[src/rtl/mips_pkg.sv]
// Shared types and constants for the MIPS pipeline slice.
// Holds the datapath widths, the MEM-stage state encoding and the MEM/WB bubble value.
package mips_pkg;

  localparam int DATA_W = 32;
  localparam int REG_W  = 5;

  typedef enum logic [0:0] {
    IDLE = 1'b0,
    REQ  = 1'b1
  } mem_state_t;

  typedef struct packed {
    logic reg_write;
    logic mem_to_reg;
  } wb_ctrl_t;

  localparam wb_ctrl_t WB_BUBBLE = '{reg_write: 1'b0, mem_to_reg: 1'b0};

endpackage

[src/rtl/mem_wb_reg.sv]
// MEM/WB pipeline register: a flat capture stage with a bubble input.
// A bubble clears the control bits and leaves the data fields unchanged.
module mem_wb_reg
  import mips_pkg::*;
#(
  parameter int DATA_W = mips_pkg::DATA_W,
  parameter int REG_W  = mips_pkg::REG_W
) (
  input  logic              clk,
  input  logic              reset,
  input  logic              bubble,
  input  logic              load_rdata,
  input  wb_ctrl_t          ctrl_in,
  input  logic [REG_W-1:0]  rd_in,
  input  logic [DATA_W-1:0] alu_in,
  input  logic [DATA_W-1:0] rdata_in,
  output wb_ctrl_t          ctrl_out,
  output logic [REG_W-1:0]  rd_out,
  output logic [DATA_W-1:0] alu_out,
  output logic [DATA_W-1:0] rdata_out
);

  wb_ctrl_t          ctrl_d, ctrl_q;
  logic [REG_W-1:0]  rd_d, rd_q;
  logic [DATA_W-1:0] alu_d, alu_q;
  logic [DATA_W-1:0] rdata_d, rdata_q;

  // Next-state selection: bubble or capture, read data only on a completed access
  always_comb begin
    ctrl_d  = ctrl_q;
    rd_d    = rd_q;
    alu_d   = alu_q;
    rdata_d = rdata_q;
    if (bubble) begin
      ctrl_d = WB_BUBBLE;
    end else begin
      ctrl_d = ctrl_in;
      rd_d   = rd_in;
      alu_d  = alu_in;
      if (load_rdata) begin
        rdata_d = rdata_in;
      end else begin
        rdata_d = rdata_q;
      end
    end
  end

  // Register update
  always_ff @(posedge clk or negedge reset) begin
    if (!reset) begin
      ctrl_q  <= WB_BUBBLE;
      rd_q    <= '0;
      alu_q   <= '0;
      rdata_q <= '0;
    end else begin
      ctrl_q  <= ctrl_d;
      rd_q    <= rd_d;
      alu_q   <= alu_d;
      rdata_q <= rdata_d;
    end
  end

  assign ctrl_out  = ctrl_q;
  assign rd_out    = rd_q;
  assign alu_out   = alu_q;
  assign rdata_out = rdata_q;

endmodule

[src/rtl/mem_stage.sv]
// MEM stage of the 5-stage MIPS core: branch resolution, data-memory
// handshake with timeout and pipeline stall, and the MEM/WB register.
module mem_stage
  import mips_pkg::*;
#(
  parameter int DATA_W  = mips_pkg::DATA_W,
  parameter int REG_W   = mips_pkg::REG_W,
  parameter int TIMEOUT = 16
) (
  input  logic              clk,
  input  logic              reset,
  input  logic [DATA_W-1:0] branch_address,
  input  logic [DATA_W-1:0] alu_result,
  input  logic [DATA_W-1:0] write_data,
  input  logic [REG_W-1:0]  rd,
  input  logic              zeroflag,
  input  logic              reg_write,
  input  logic              mem_to_reg,
  input  logic              mem_read,
  input  logic              mem_write,
  input  logic              branch,
  output logic              pc_src,
  output logic [DATA_W-1:0] branch_target,
  output logic              flush,
  output logic              stall,
  output logic              mem_req,
  output logic              mem_we,
  output logic [DATA_W-1:0] mem_addr,
  output logic [DATA_W-1:0] mem_wdata,
  input  logic              mem_ack,
  input  logic [DATA_W-1:0] mem_rdata,
  output logic              align_err,
  output logic              bus_err,
  output logic              wb_reg_write,
  output logic              wb_mem_to_reg,
  output logic [REG_W-1:0]  wb_rd,
  output logic [DATA_W-1:0] wb_alu_result,
  output logic [DATA_W-1:0] wb_read_data
);

  localparam int CNT_W = (TIMEOUT > 2) ? $clog2(TIMEOUT) : 1;
  localparam logic [CNT_W-1:0] TO_LAST = CNT_W'((TIMEOUT > 0) ? TIMEOUT - 1 : 0);

  mem_state_t        state_d, state_q;
  logic [CNT_W-1:0]  cnt_d, cnt_q;
  logic              mem_req_d, mem_req_q;
  logic              mem_we_d, mem_we_q;
  logic [DATA_W-1:0] mem_addr_d, mem_addr_q;
  logic [DATA_W-1:0] mem_wdata_d, mem_wdata_q;
  logic              align_err_d, align_err_q;
  logic              bus_err_d, bus_err_q;

  logic     memop, misaligned, timeout_hit;
  logic     wb_bubble, wb_load_rdata;
  wb_ctrl_t wb_ctrl_in, wb_ctrl_out;

  assign memop       = mem_read | mem_write;
  assign misaligned  = memop & (alu_result[1:0] != 2'b00);
  assign timeout_hit = (TIMEOUT > 0) && (cnt_q == TO_LAST);

  // Branches never touch memory, so resolution ignores the stall
  assign pc_src        = branch & zeroflag;
  assign flush         = pc_src;
  assign branch_target = branch_address;

  // Handshake FSM next state, stall and MEM/WB bubble control
  always_comb begin
    state_d       = state_q;
    cnt_d         = cnt_q;
    mem_req_d     = mem_req_q;
    mem_we_d      = mem_we_q;
    mem_addr_d    = mem_addr_q;
    mem_wdata_d   = mem_wdata_q;
    align_err_d   = align_err_q;
    bus_err_d     = bus_err_q;
    stall         = 1'b0;
    wb_bubble     = 1'b0;
    wb_load_rdata = 1'b0;
    case (state_q)
      IDLE: begin
        cnt_d = '0;
        if (memop && !misaligned) begin
          stall       = 1'b1;
          wb_bubble   = 1'b1;
          state_d     = REQ;
          mem_req_d   = 1'b1;
          mem_we_d    = mem_write;
          mem_addr_d  = alu_result;
          mem_wdata_d = write_data;
        end else if (misaligned) begin
          wb_bubble   = 1'b1;
          align_err_d = 1'b1;
        end else begin
          wb_bubble = 1'b0;
        end
      end
      REQ: begin
        // Ack takes priority over a coincident timeout
        if (mem_ack) begin
          wb_load_rdata = 1'b1;
          state_d       = IDLE;
          cnt_d         = '0;
          mem_req_d     = 1'b0;
          mem_we_d      = 1'b0;
          mem_addr_d    = '0;
          mem_wdata_d   = '0;
        end else if (timeout_hit) begin
          wb_bubble   = 1'b1;
          bus_err_d   = 1'b1;
          state_d     = IDLE;
          cnt_d       = '0;
          mem_req_d   = 1'b0;
          mem_we_d    = 1'b0;
          mem_addr_d  = '0;
          mem_wdata_d = '0;
        end else begin
          stall     = 1'b1;
          wb_bubble = 1'b1;
          cnt_d     = cnt_q + CNT_W'(1);
        end
      end
      default: begin
        state_d   = IDLE;
        cnt_d     = '0;
        mem_req_d = 1'b0;
        wb_bubble = 1'b1;
      end
    endcase
  end

  // FSM and memory-interface registers
  always_ff @(posedge clk or negedge reset) begin
    if (!reset) begin
      state_q     <= IDLE;
      cnt_q       <= '0;
      mem_req_q   <= 1'b0;
      mem_we_q    <= 1'b0;
      mem_addr_q  <= '0;
      mem_wdata_q <= '0;
      align_err_q <= 1'b0;
      bus_err_q   <= 1'b0;
    end else begin
      state_q     <= state_d;
      cnt_q       <= cnt_d;
      mem_req_q   <= mem_req_d;
      mem_we_q    <= mem_we_d;
      mem_addr_q  <= mem_addr_d;
      mem_wdata_q <= mem_wdata_d;
      align_err_q <= align_err_d;
      bus_err_q   <= bus_err_d;
    end
  end

  assign mem_req   = mem_req_q;
  assign mem_we    = mem_we_q;
  assign mem_addr  = mem_addr_q;
  assign mem_wdata = mem_wdata_q;
  assign align_err = align_err_q;
  assign bus_err   = bus_err_q;

  assign wb_ctrl_in = '{reg_write: reg_write, mem_to_reg: mem_to_reg};

  mem_wb_reg #(
    .DATA_W(DATA_W),
    .REG_W (REG_W)
  ) u_mem_wb (
    .clk       (clk),
    .reset     (reset),
    .bubble    (wb_bubble),
    .load_rdata(wb_load_rdata),
    .ctrl_in   (wb_ctrl_in),
    .rd_in     (rd),
    .alu_in    (alu_result),
    .rdata_in  (mem_rdata),
    .ctrl_out  (wb_ctrl_out),
    .rd_out    (wb_rd),
    .alu_out   (wb_alu_result),
    .rdata_out (wb_read_data)
  );

  assign wb_reg_write  = wb_ctrl_out.reg_write;
  assign wb_mem_to_reg = wb_ctrl_out.mem_to_reg;

endmodule
[config.mk]
export PLATFORM = sky130hd
export DESIGN_NAME = mem_stage
export DESIGN_NICKNAME = d
export VERILOG_FILES = /design/src/rtl/mips_pkg.sv /design/src/rtl/mem_wb_reg.sv /design/src/rtl/mem_stage.sv
export SDC_FILE = /design/constraint.sdc
export NUM_CORES = 1
export LEC_CHECK = 0
export CAP_MARGIN = 10
export CORE_MARGIN = 5
export CORE_UTILIZATION = 45
export CTS_CLUSTER_SIZE = 20
export DETAILED_ROUTE_END_ITERATION = 12
export GPL_ROUTABILITY_DRIVEN = 0
export PLACE_DENSITY = 0.86
export SETUP_SLACK_MARGIN = 0.15
export SYNTH_ARGS = -nofsm -noshare
export SYNTH_HDL_FRONTEND = slang
export SYNTH_HIERARCHICAL = 1
export SYNTH_SLANG_ARGS = --single-unit
[constraint.sdc]
create_clock -name clk -period 5.7 [get_ports clk]
set_input_delay 0.855 -clock clk [delete_from_list [all_inputs] [get_ports clk]]
set_output_delay 0.855 -clock clk [all_outputs]
set_load 0.01 [all_outputs]
==> impl_results.rst <==
.. list-table::
   :header-rows: 1

   * - Metric
     - Value
   * - Buffer levels on the longest clock path
     - 2
   * - Part of the Yosys area used for sequential elements
     - 0.530
   * - Post-Syn Instances
     - 517
   * - Fin. Hold Viols
     - 0
   * - Dominant combinational cell family by area after synthesis
     - simple AND/OR/NAND/NOR gates
   * - Clock latency reported for the late side of the worst-skew pair
     - 0.41 ns
   * - Final number of setup-violating endpoints
     - 0
   * - Slew Limit Fails
     - 0
   * - Fraction of layout instances using a drive strength above 1
     - 0.157
   * - Maximum clock frequency
     - 279 MHz
   * - HPWL Detailed
     - 13000 um
   * - Number of warnings reported in the yosys synthesis log
     - 6
   * - Initial core utilization
     - 0.453
   * - Routed length per placed instance
     - 21.4 um
   * - Status
     - finished, final reports clean
   * - Required time at the endpoint of the critical path
     - 4.85 ns
   * - Number of vias per cell
     - 5.64
   * - Area of all placed cells without fillers
     - 0.00972 sq mm
   * - Number of buffers inserted during clock tree synthesis
     - 17
   * - Cts hold-fix bufs
     - 0
   * - Worst clock skew
     - 0.00817 ns
   * - Syn Std Cell Area
     - 0.00680 sq mm
   * - Most frequent standard cell in the layout excluding fill and tap cells
     - sky130_fd_sc_hd__clkdlybuf4s50_1
   * - Startpoint class of the critical path
     - flip-flop
   * - Synthesized-area fraction occupied by ao, oa, aoi and oai cells
     - 0.101
   * - Level count of the clock H-tree
     - 4
   * - Area share of fa/ha/maj cells after synthesis
     - 0.00184
   * - Total die area
     - 0.0177 sq mm
   * - Antenna violations before repair
     - 0
   * - Die X-Extent
     - 133 um
   * - Violation count after the first detailed-route iteration
     - 370
   * - Setup repair after global routing missed its margin
     - false
   * - First-pass GRT wire length
     - 30900 um
   * - Drt first pass iters
     - 5
   * - Min Tclk post-route
     - 3.59 ns
   * - Vertical die dimension
     - 133 um
   * - Clock tree from TritonCTS
     - built
   * - Relative max-transition margin
     - 0.469
   * - Total Nets Final
     - 856
   * - Unique masters post-synth
     - 32
   * - Maximum number of pins on one net before global-route repair
     - 83
   * - Top_reg_cell synth
     - sky130_fd_sc_hd__dfrtp_1
   * - Final clock period utilization by the worst path
     - 0.629
   * - Layout overhead on the synthesized area
     - 42.9%
   * - Cells resized by post-CTS repair
     - 0
   * - Total power consumption of the routed design
     - 3760 uW
   * - Number of cells traversed by the worst register-to-register path
     - 6
   * - TritonCTS sink count
     - 144
   * - Arrival time of the worst setup path
     - 2.73 ns
   * - Routed Wire Length
     - 19500 um
   * - Number of violations of the max-capacitance limit
     - 0
   * - Overall track demand over capacity in global routing
     - 0.219
   * - Pre-CTS setup slack
     - 2.28 ns
   * - Core region area
     - 0.0150 sq mm
   * - Number of flops mapped to enable cells by yosys
     - 0
   * - CTS root buffer
     - sky130_fd_sc_hd__clkbuf_16
   * - Number of buffers inserted by post-CTS setup repair
     - 0
   * - Slack of the worst reg-to-reg path
     - 2.29 ns
   * - Setup slack after layout
     - 2.11 ns
   * - Leakage power figure
     - 0.00401 uW
   * - Synthesis-stage register bit count
     - 144
   * - Ant. Diodes
     - 0
   * - CTS clock-pin slew for the worst setup and hold paths
     - 0.06 ns
   * - Pin slew with the least headroom to its limit
     - 0.797 ns
   * - Async set-or-reset flop fraction in the synthesized netlist
     - 1.00
   * - Multiplexer share of the synthesized area
     - 0.131
   * - Critical Path Sink Type
     - output port
   * - Vias in the first global route
     - 5467
   * - Start-to-end type of the worst setup path
     - reg -> out
   * - Reg-to-Reg End
     - u_mem_wb/rdata_out[7]
   * - Startpoint of the lowest-slack register-to-register path
     - state_q
   * - Total number of placement rows
     - 45
   * - Type of the worst min-delay path
     - in -> async
   * - DR vias
     - 5157
   * - Avg Synthesized Cell Area
     - 13.2 sq um
   * - Final-layout setup total negative slack
     - 0 ns
   * - Remaining design rule violation count
     - 0
   * - Power density of the placed cells
     - 387 mW/mm^2
   * - Leading cell types in the layout, fill and taps excluded
     - sky130_fd_sc_hd__clkdlybuf4s50_1, sky130_fd_sc_hd__dfrtp_1, sky130_fd_sc_hd__nor2b_1, sky130_fd_sc_hd__nor4b_1, sky130_fd_sc_hd__a221o_1
   * - Number of port buffers
     - 251
   * - Boundary pin count
     - 316
   * - Total gr overflow
     - 0
   * - IR Drop Worst-Case VDD
     - 211 uV
   * - Placed instance area
     - 0.00910 sq mm
   * - Syn_nets
     - 660
   * - Area share of and/or/nand/nor cells after synthesis
     - 0.157
   * - Maximum fanout along the worst path
     - 71
   * - Antenna-violating nets left
     - 0
   * - Post-Synth XOR/XNOR Area
     - 0.00257
## power breakdown
| group | internal (uW) | switching, uW | leakage, uW |
|---|---|---|---|
| Sequential | 1260 | 174 | 0.00180 |
| Clock | 713 | 424 | 0.000288 |
| Combinational | 749 | 438 | 0.00192 |
| Total | 2730 | 1040 | 0.00401 |
## layer usage
| layer | part of all wire | wire (um) | GRT usage |
|---|---|---|---|
| met5 | 0 | 0 | 0 |
| met4 | 0.013 | 245 | 0.0548 |
| met3 | 0.077 | 1500 | 0.0711 |
| met2 | 0.50 | 9800 | 0.372 |
| met1 | 0.41 | 7980 | 0.270 |
## sequential cells by signal, indices dropped and copies added (netlist names)
register            cells
bus_err                 1
cnt_q                   4
state_q                 1
mem_we                  1
u_mem_wb/alu_out       32
u_mem_wb/ctrl_out       2
align_err               1
mem_addr               32
mem_wdata              32
u_mem_wb/rd_out         5
mem_req                 1
u_mem_wb/rdata_out     32
## cell type report
type | instances | area [sq um]
Clock buffer | 23 | 468
Clock inverter | 9 | 133
Fill cell | 1092 | 5310
Inverter | 1 | 3.75
Multi-Input combinational cell | 291 | 2700
Sequential cell | 144 | 3610
Tap cell | 188 | 235
Timing Repair Buffer | 258 | 2580
## cell usage after synthesis, types with 2 or more instances
library cell               count  area share
sky130_fd_sc_hd__mux2_4       30       0.066
sky130_fd_sc_hd__buf_2        13      0.0096
sky130_fd_sc_hd__mux2_2       39       0.065
sky130_fd_sc_hd__nor2_1        5      0.0028
sky130_fd_sc_hd__dfrtp_1     144        0.53
sky130_fd_sc_hd__buf_6         9       0.015
sky130_fd_sc_hd__buf_4        35       0.039
sky130_fd_sc_hd__clkbuf_1     20       0.011
sky130_fd_sc_hd__xor2_1        2      0.0026
sky130_fd_sc_hd__o21a_1        2      0.0022
sky130_fd_sc_hd__a221o_1      62       0.091
sky130_fd_sc_hd__nor2b_1      65       0.060
sky130_fd_sc_hd__and2_1        4      0.0037
sky130_fd_sc_hd__nand3_1       2      0.0015
sky130_fd_sc_hd__buf_1         4      0.0022
sky130_fd_sc_hd__or2_1         2      0.0018
sky130_fd_sc_hd__nor4b_1      62       0.080
sky130_fd_sc_hd__a21oi_1       3      0.0022
## worst max-delay path, stage by stage, from the launching register on
cell,delay [ns]
sky130_fd_sc_hd__dfrtp_4,0.83
sky130_fd_sc_hd__buf_4,0.66
sky130_fd_sc_hd__o21ai_1,0.23
sky130_fd_sc_hd__clkdlybuf4s50_1,0.53
## kinds of logic (layout without fill, tap and decap cells)
family	Yosys count	after routing
xor gates and xnor gates	2	2
and+or+nand+nor	147	147
muxes	69	69
DFF	144	144
adders and majority gates	1	1
buffers and inverters	82	291
AOI/OAI and AO/OA	72	72
## per-stage QoR
step / instances / util / hold slack [ns]
final: 914 / 0.647 / 0.471
after global routing: 914 / 0.647 / 0.507
after CTS: 913 / 0.645 / 0.489
after detailed placement: 881 / 0.605 / 0.469
after global placement: 881 / 0.605 / 0.449
after floorplan: 517 / - / 0.431
## how the worst max path moves through the flow
stage	startpoint	endpoint
floorplan	alu_result[1]	stall
global placement	mem_write	u_mem_wb/rdata_out[8]
detailed placement	mem_write	u_mem_wb/rdata_out[14]
CTS	state_q	stall
global route	state_q	stall
finish	state_q	stall
(Power assumes the default switching activity.)
